<file path="config.mk">
export PLATFORM = sky130hd
export DESIGN_NAME = control_fsm_flat
export DESIGN_NICKNAME = d
export VERILOG_FILES = /design/src/rtl/control_fsm_if.sv /design/src/rtl/control_fsm.sv /design/src/flat_wrapper.sv
export SDC_FILE = /design/constraint.sdc
export NUM_CORES = 1
export LEC_CHECK = 0
export ABC_AREA = 0
export BUFFER_PORTS_ARGS = -buffer_cell sky130_fd_sc_hd__buf_2
export CAP_MARGIN = 25
export CORE_UTILIZATION = 50
export DETAILED_ROUTE_END_ITERATION = 10
export PLACE_DENSITY = 0.85
export SYNTH_ARGS = -nofsm -noshare
export SYNTH_HDL_FRONTEND = slang
export SYNTH_SLANG_ARGS = --single-unit
</file>
<file path="constraint.sdc">
create_clock -name clock -period 5.28 [get_ports clock]
set_input_delay 1.056 -clock clock [delete_from_list [all_inputs] [get_ports clock]]
set_output_delay 1.056 -clock clock [all_outputs]
set_load 0.02 [all_outputs]
</file>
<file path="src/rtl/control_fsm_if.sv">
// Control bus between the multicycle sequencer and the PC/SP/memory block.
// The sequencer drives every strobe and select; the block returns the instruction word.
interface control_fsm_if;
    logic [15:0] Inst;
    logic        MemWrite;
    logic [1:0]  MemSrc;
    logic [2:0]  MemDst;
    logic [2:0]  PCSrc;
    logic [2:0]  SPSrc;
    logic        PCWrite;
    logic        SPWrite;
    logic        InstWrite;
    logic        jcmp;
    logic        PCReset;
    logic        SPReset;
    logic        RegWrite;
    logic        WbSel;

    modport master (
        input  Inst,
        output MemWrite, MemSrc, MemDst, PCSrc, SPSrc,
        output PCWrite, SPWrite, InstWrite, jcmp,
        output PCReset, SPReset, RegWrite, WbSel
    );

    modport slave (
        output Inst,
        input  MemWrite, MemSrc, MemDst, PCSrc, SPSrc,
        input  PCWrite, SPWrite, InstWrite, jcmp,
        input  PCReset, SPReset, RegWrite, WbSel
    );
endinterface

</file>
<file path="src/rtl/control_fsm.sv">
// Multicycle control unit: sequences fetch/decode/execute/memory/writeback and
// counts retired instructions. Strobes are registered from the next state and opcode.
module control_fsm #(
    parameter logic [15:0] RESET_COUNT = 16'h0000
) (
    input  logic              clock,
    input  logic              reset,
    control_fsm_if.master     bus,
    output logic [2:0]        state,
    output logic              halted,
    output logic [15:0]       inst_count
);

    typedef enum logic [2:0] {
        ST_RESET  = 3'd0,
        ST_FETCH  = 3'd1,
        ST_DECODE = 3'd2,
        ST_EXEC   = 3'd3,
        ST_MEM    = 3'd4,
        ST_WB     = 3'd5,
        ST_HALT   = 3'd6
    } state_t;

    localparam logic [3:0] OP_ALU  = 4'd0;
    localparam logic [3:0] OP_LW   = 4'd1;
    localparam logic [3:0] OP_SW   = 4'd2;
    localparam logic [3:0] OP_PUSH = 4'd3;
    localparam logic [3:0] OP_POP  = 4'd4;
    localparam logic [3:0] OP_J    = 4'd5;
    localparam logic [3:0] OP_JR   = 4'd6;
    localparam logic [3:0] OP_JREL = 4'd7;
    localparam logic [3:0] OP_JCMP = 4'd8;
    localparam logic [3:0] OP_HALT = 4'd9;

    typedef struct packed {
        logic       mem_write;
        logic [1:0] mem_src;
        logic [2:0] mem_dst;
        logic [2:0] pc_src;
        logic [2:0] sp_src;
        logic       pc_write;
        logic       sp_write;
        logic       inst_write;
        logic       jcmp;
        logic       pc_reset;
        logic       sp_reset;
        logic       reg_write;
        logic       wb_sel;
        logic       halted;
    } ctrl_t;

    // Moore decode of one state/opcode pair into the full strobe set.
    function automatic ctrl_t decode_ctrl(input state_t st, input logic [3:0] op);
        ctrl_t c;
        c = '0;
        case (st)
            ST_RESET: begin
                c.pc_reset = 1'b1;
                c.sp_reset = 1'b1;
            end
            ST_FETCH: begin
                c.mem_src    = 2'd0;
                c.inst_write = 1'b1;
                c.pc_write   = 1'b1;
                c.pc_src     = 3'd0;
            end
            ST_DECODE: c = '0;
            ST_EXEC: begin
                case (op)
                    OP_POP: begin
                        c.sp_write = 1'b1;
                        c.sp_src   = 3'd2;
                    end
                    OP_J: begin
                        c.pc_write = 1'b1;
                        c.pc_src   = 3'd2;
                    end
                    OP_JR: begin
                        c.pc_write = 1'b1;
                        c.pc_src   = 3'd3;
                    end
                    OP_JREL: begin
                        c.pc_write = 1'b1;
                        c.pc_src   = 3'd1;
                    end
                    OP_JCMP: begin
                        c.pc_write = 1'b1;
                        c.pc_src   = 3'd6;
                        c.jcmp     = 1'b1;
                    end
                    default: c = '0;
                endcase
            end
            ST_MEM: begin
                case (op)
                    OP_LW: c.mem_src = 2'd3;
                    OP_SW: begin
                        c.mem_src   = 2'd3;
                        c.mem_write = 1'b1;
                        c.mem_dst   = 3'd0;
                    end
                    // Write lands at the old sp while SP decrements on the same edge.
                    OP_PUSH: begin
                        c.mem_src   = 2'd1;
                        c.mem_write = 1'b1;
                        c.mem_dst   = 3'd0;
                        c.sp_write  = 1'b1;
                        c.sp_src    = 3'd1;
                    end
                    OP_POP: c.mem_src = 2'd1;
                    default: c = '0;
                endcase
            end
            ST_WB: begin
                c.reg_write = 1'b1;
                c.wb_sel    = (op == OP_LW) || (op == OP_POP);
            end
            ST_HALT: c.halted = 1'b1;
            default: c = '0;
        endcase
        return c;
    endfunction

    state_t      state_r;
    state_t      state_next_s;
    logic [3:0]  opcode_r;
    logic [3:0]  opcode_next_s;
    logic        retire_s;
    logic [15:0] inst_count_r;
    ctrl_t       ctrl_r;
    logic        unused_inst_s;

    assign unused_inst_s = ^bus.Inst[11:0];

    // Next-state selection; the opcode is taken from Inst only while decoding.
    always_comb begin
        state_next_s  = ST_RESET;
        opcode_next_s = opcode_r;
        case (state_r)
            ST_RESET:  state_next_s = ST_FETCH;
            ST_FETCH:  state_next_s = ST_DECODE;
            ST_DECODE: begin
                opcode_next_s = bus.Inst[15:12];
                case (bus.Inst[15:12])
                    OP_ALU, OP_POP, OP_J, OP_JR, OP_JREL, OP_JCMP: state_next_s = ST_EXEC;
                    OP_LW, OP_SW, OP_PUSH:                         state_next_s = ST_MEM;
                    OP_HALT:                                       state_next_s = ST_HALT;
                    default:                                       state_next_s = ST_FETCH;
                endcase
            end
            ST_EXEC: begin
                case (opcode_r)
                    OP_ALU:  state_next_s = ST_WB;
                    OP_POP:  state_next_s = ST_MEM;
                    default: state_next_s = ST_FETCH;
                endcase
            end
            ST_MEM: begin
                case (opcode_r)
                    OP_LW, OP_POP: state_next_s = ST_WB;
                    default:       state_next_s = ST_FETCH;
                endcase
            end
            ST_WB:   state_next_s = ST_FETCH;
            ST_HALT: state_next_s = ST_HALT;
            default: state_next_s = ST_RESET;
        endcase
    end

    // An instruction retires on every return to FETCH other than the one out of RESET.
    always_comb begin
        if ((state_next_s == ST_FETCH) && (state_r != ST_RESET)) begin
            retire_s = 1'b1;
        end else begin
            retire_s = 1'b0;
        end
    end

    // State and opcode latch.
    always_ff @(posedge clock) begin
        if (reset) begin
            state_r  <= ST_RESET;
            opcode_r <= 4'd0;
        end else begin
            state_r  <= state_next_s;
            opcode_r <= opcode_next_s;
        end
    end

    // Strobe register, loaded with the decode of the state being entered.
    always_ff @(posedge clock) begin
        if (reset) begin
            ctrl_r <= decode_ctrl(ST_RESET, 4'd0);
        end else begin
            ctrl_r <= decode_ctrl(state_next_s, opcode_next_s);
        end
    end

    // Retired-instruction counter, wraps at 16 bits.
    always_ff @(posedge clock) begin
        if (reset) begin
            inst_count_r <= RESET_COUNT;
        end else if (retire_s) begin
            inst_count_r <= inst_count_r + 16'd1;
        end else begin
            inst_count_r <= inst_count_r;
        end
    end

    assign bus.MemWrite  = ctrl_r.mem_write;
    assign bus.MemSrc    = ctrl_r.mem_src;
    assign bus.MemDst    = ctrl_r.mem_dst;
    assign bus.PCSrc     = ctrl_r.pc_src;
    assign bus.SPSrc     = ctrl_r.sp_src;
    assign bus.PCWrite   = ctrl_r.pc_write;
    assign bus.SPWrite   = ctrl_r.sp_write;
    assign bus.InstWrite = ctrl_r.inst_write;
    assign bus.jcmp      = ctrl_r.jcmp;
    assign bus.PCReset   = ctrl_r.pc_reset;
    assign bus.SPReset   = ctrl_r.sp_reset;
    assign bus.RegWrite  = ctrl_r.reg_write;
    assign bus.WbSel     = ctrl_r.wb_sel;
    assign state         = state_r;
    assign halted        = ctrl_r.halted;
    assign inst_count    = inst_count_r;

    control_fsm_checker u_checker (
        .clock      (clock),
        .state      (state_r),
        .mem_write  (ctrl_r.mem_write),
        .inst_write (ctrl_r.inst_write),
        .pc_write   (ctrl_r.pc_write),
        .halted     (ctrl_r.halted)
    );

endmodule

// Safety properties of the strobe outputs, kept apart from the datapath logic.
module control_fsm_checker (
    input logic       clock,
    input logic [2:0] state,
    input logic       mem_write,
    input logic       inst_write,
    input logic       pc_write,
    input logic       halted
);
    a_mem_inst_exclusive: assert property (@(posedge clock) !(mem_write && inst_write))
        else $error("MemWrite and InstWrite asserted together");

    a_no_pc_write_late: assert property (@(posedge clock)
        !(pc_write && ((state == 3'd4) || (state == 3'd5))))
        else $error("PCWrite asserted in MEM or WB");

    a_halted_matches_state: assert property (@(posedge clock) (halted == (state == 3'd6)))
        else $error("halted disagrees with state");

    a_legal_state: assert property (@(posedge clock) (state != 3'd7))
        else $error("illegal state encoding");
endmodule

</file>
<file path="src/flat_wrapper.sv">
// flat-port wrapper written by rule: the top's interface ports become plain ports
module control_fsm_flat 
#(
    parameter logic [15:0] RESET_COUNT = 16'h0000
)
  (clock, reset, state, halted, inst_count, bus_Inst, bus_MemWrite, bus_MemSrc, bus_MemDst, bus_PCSrc, bus_SPSrc, bus_PCWrite, bus_SPWrite, bus_InstWrite, bus_jcmp, bus_PCReset, bus_SPReset, bus_RegWrite, bus_WbSel);
  control_fsm_if bus_i ();
  input  logic clock;
  input  logic reset;
  output logic [2:0] state;
  output logic halted;
  output logic [15:0] inst_count;
  input wire logic [$bits(bus_i.Inst)-1:0] bus_Inst;
  output wire logic [$bits(bus_i.MemWrite)-1:0] bus_MemWrite;
  output wire logic [$bits(bus_i.MemSrc)-1:0] bus_MemSrc;
  output wire logic [$bits(bus_i.MemDst)-1:0] bus_MemDst;
  output wire logic [$bits(bus_i.PCSrc)-1:0] bus_PCSrc;
  output wire logic [$bits(bus_i.SPSrc)-1:0] bus_SPSrc;
  output wire logic [$bits(bus_i.PCWrite)-1:0] bus_PCWrite;
  output wire logic [$bits(bus_i.SPWrite)-1:0] bus_SPWrite;
  output wire logic [$bits(bus_i.InstWrite)-1:0] bus_InstWrite;
  output wire logic [$bits(bus_i.jcmp)-1:0] bus_jcmp;
  output wire logic [$bits(bus_i.PCReset)-1:0] bus_PCReset;
  output wire logic [$bits(bus_i.SPReset)-1:0] bus_SPReset;
  output wire logic [$bits(bus_i.RegWrite)-1:0] bus_RegWrite;
  output wire logic [$bits(bus_i.WbSel)-1:0] bus_WbSel;
  assign bus_i.Inst = bus_Inst;
  assign bus_MemWrite = bus_i.MemWrite;
  assign bus_MemSrc = bus_i.MemSrc;
  assign bus_MemDst = bus_i.MemDst;
  assign bus_PCSrc = bus_i.PCSrc;
  assign bus_SPSrc = bus_i.SPSrc;
  assign bus_PCWrite = bus_i.PCWrite;
  assign bus_SPWrite = bus_i.SPWrite;
  assign bus_InstWrite = bus_i.InstWrite;
  assign bus_jcmp = bus_i.jcmp;
  assign bus_PCReset = bus_i.PCReset;
  assign bus_SPReset = bus_i.SPReset;
  assign bus_RegWrite = bus_i.RegWrite;
  assign bus_WbSel = bus_i.WbSel;
  control_fsm #(.RESET_COUNT(RESET_COUNT)) u_core (.clock(clock), .reset(reset), .bus(bus_i), .state(state), .halted(halted), .inst_count(inst_count));
endmodule
</file>
==> impl_metrics.toml <==
[synthesis]
yosys-top-cells-count = "dfxtp_1 (39), a21oi_1 (14), nor2_1 (14)"
synth_most_common_cell = "dfxtp_1"
synth_area_sq_um = 1910
postSynthRegisterBits = 39
synth.distinct_cells = 54
synthArstFlopShare_pct = 0
yosys_warnings = 0
netlist.area_leader.share_pct = 40.9
synth-edff-count = 0
synthTopCellsByArea = "dfxtp_1 (41%), a21oi_1 (3.7%), nor2_1 (2.8%)"
syn_area_per_cell_sq_um = 8.96
synth_seq_area_share_pct = 40.9
postSynthCellCount = 213
synth_top_cell_by_area = "dfxtp_1"
ys.flop_type = "dfxtp_1"

[outcome]
status = "finished clean"

[floorplan]
start_util_pct = 52.1
die_w_um = 63.8
dieArea_sq_um = 4070
num_io_pins = 58
die_h_um = 63.8
core_area_sq_um = 3660
rows = 22

[timing]
whs_ns = 0.484
setup-tns-final_ns = 0
tightest_slew_ns = 0.887
final.min_clock_period_ns = 2.63
setup_ws_ns = 2.65
relSlewSlack_pct = 40.9
hold_violations = 0
rsz0062_at_grt = "false"
drv_slew = 0
period_share_pct = 49.8
finalSetupViolCount = 0
skew_ns = 0.00577
max_freq_ghz = 0.381

[critical_path]
path_cells = "buf_2 -> nor2_1 -> a211oi_1 -> a221o_1 -> and2_1 -> and4_1"
start_kind = "input pin"
arrival_ns = 2.86
crit_fanout = 29
required_ns = 5.51
critical_path.max_stage_delay_ns = 0.80
criticalPathCategory = "in -> reg"
endpoint_kind = "flip-flop"
slowest_stage = "a221o_1"

[hold_path]
hold_path_class = "reg -> reg"

[finish]
seqCellArea_sq_um = 781
num-fill-cells = 344
areaGrowthSynthToFinish_pct = 13.5
antenna_cells = 0
drive_gt1_share_pct = 23.3
multi_input_area_sq_um = 1000
nets = 267

[global_routing]
antenna_found_initial = 0
grt-busiest-layer = "met2"
use_met3_pct = 4.82
grt_pass1_vias = 1479
grt_max_degree = 30
met2_usage_pct = 34.2
gr-total-overflow = 0
grt_use_met1_pct = 26.7
track_usage_pct = 20.7
grt_pass1_wl_um = 6650

[drt]
wl_per_cell_um = 13.5
wirelength_um = 4000
drcViolationCount = 0
first_iter_violations = 46
via_count = 1757
drt-pass1-iter-count = 4
ant_nets = 0
avgViaCountPerCell = 5.92

[clock_network]
clockBufferDepth = 2
cts_hold_buf = 0
cts_setup_buffers = 0
cts_max_level = 2
cts_tree = "built"
cts_buffers = 5
ctsResizeCount = 0
clockRootBuffer = "clkbuf_8"
clock-sinks = 39
cts.clk_slew.worst_paths_ns = 0.07
clk_latency_ns = 0.29

[power]
peakVddDrop_v = 0.000193
p_total_mw = 0.847
powerDensity_nw_per_um2 = 391
p_leak_nw = 0.892

[place]
gp_congestion = 0.833
hpwl_um = 2760
port_buffers = 41
dp_slack_ns = 2.36

[run]
cap_violations = 0
## metal layers
metal	vias up	wire length, um
met1	823	1850
met5	-	0
li1	869	-
met4	0	42
met3	7	207
met2	58	1900
## sequential cells by signal, summed over array words and instances, names as in the netlist
| register | count |
|---|---|
| u_core.bus.PCSrc | 3 |
| u_core.bus.PCWrite | 1 |
| u_core.bus.SPWrite | 1 |
| u_core.bus.SPReset | 1 |
| u_core.state | 3 |
| u_core.bus.InstWrite | 1 |
| u_core.inst_count | 16 |
| u_core.opcode_r | 4 |
| u_core.bus.WbSel | 1 |
| u_core.bus.jcmp | 1 |
| u_core.bus.SPSrc | 2 |
| u_core.bus.MemWrite | 1 |
| u_core.bus.MemSrc | 2 |
| u_core.bus.RegWrite | 1 |
| u_core.halted | 1 |
## path summary, 6_finish.rpt
| kind | startpoint | endpoint | slack, ns | cells after the start |
|---|---|---|---|---|
| min | u_core.inst_count[15]$_SDFFE_PP0P_ | u_core.inst_count[15]$_SDFFE_PP0P_ | 0.48 | 2 |
| max | bus_Inst[13] | u_core.bus.WbSel$_SDFF_PP0_ | 2.65 | 6 |
| min reg2reg | u_core.inst_count[15]$_SDFFE_PP0P_ | u_core.inst_count[15]$_SDFFE_PP0P_ | 0.48 | 2 |
| max reg2reg | u_core.state[1]$_SDFF_PP0_ | u_core.bus.PCSrc[1]$_SDFF_PP0_ | 2.72 | 6 |
## power breakdown
group	switching, mW	leakage, nW	total (mW)	internal, mW
Combinational	0.189	0.535	0.283	0.0944
Sequential	0.0417	0.316	0.366	0.324
Clock	0.106	0.0402	0.198	0.0918
Total	0.337	0.892	0.847	0.510
## final cells by class
cell class | count | area share [%]
clock inverter | 3 | 0.924
tap | 48 | 2.77
multi-input combinational | 154 | 46.3
timing repair buffer | 42 | 9.71
clock buffer | 5 | 3.18
sequential | 39 | 36.0
inverter | 6 | 1.04
## worst max-delay path: cells and delay by family
kind            cells  cell delay (ns)
compound gates      2             1.17
simple gates        3             0.47
buf+inv             1             0.15
## cells by family after synthesis
logic type | after synthesis | synth area share (%)
and+or+nand+nor | 90 | 28.0
AOI/OAI and AO/OA | 50 | 18.6
DFF | 39 | 40.9
buffers and inverters | 23 | 7.08
muxes | 5 | 2.69
xor gates and xnor gates | 4 | 1.84
adders and majority gates | 1 | 0.656
other | 1 | 0.197
## placed cells by master, fill, tap and decap left out, types with 2 or more instances in the layout
cell type | Yosys | layout
buf_2 | 6 | 42
dfxtp_1 | 39 | 39
nor2_1 | 14 | 14
a21oi_1 | 14 | 14
nand2_1 | 12 | 12
nand3_1 | 8 | 8
o31ai_1 | 7 | 7
or4_1 | 7 | 7
inv_1 | 6 | 6
and4_1 | 5 | 5
nor3_1 | 5 | 5
nand4_1 | 5 | 5
o21ai_0 | 5 | 5
clkbuf_8 | 0 | 5
nor3b_1 | 4 | 4
mux2i_1 | 4 | 4
or3_1 | 4 | 4
and2_1 | 4 | 4
conb_1 | 1 | 4
nor2b_1 | 3 | 3
nor4_1 | 3 | 3
nand2b_1 | 3 | 3
o41ai_1 | 3 | 3
and3_1 | 3 | 3
a211oi_1 | 2 | 2
xnor2_1 | 2 | 2
nor4b_1 | 2 | 2
xor2_1 | 2 | 2
a2111oi_0 | 2 | 2
o221a_2 | 2 | 2
nand4b_1 | 2 | 2
o211ai_1 | 2 | 2
o31a_1 | 2 | 2
o21a_1 | 2 | 2
clkinvlp_4 | 0 | 2
## stage by stage
stage	cells	cell area (sq um)	utilization, %
floorplan	216	1920	-
global placement	288	2070	56.6
detailed placement	289	2080	56.7
CTS	297	2170	59.2
global route	297	2170	59.2
finish	297	2170	59.2
Power figures use the tool's default switching activity.
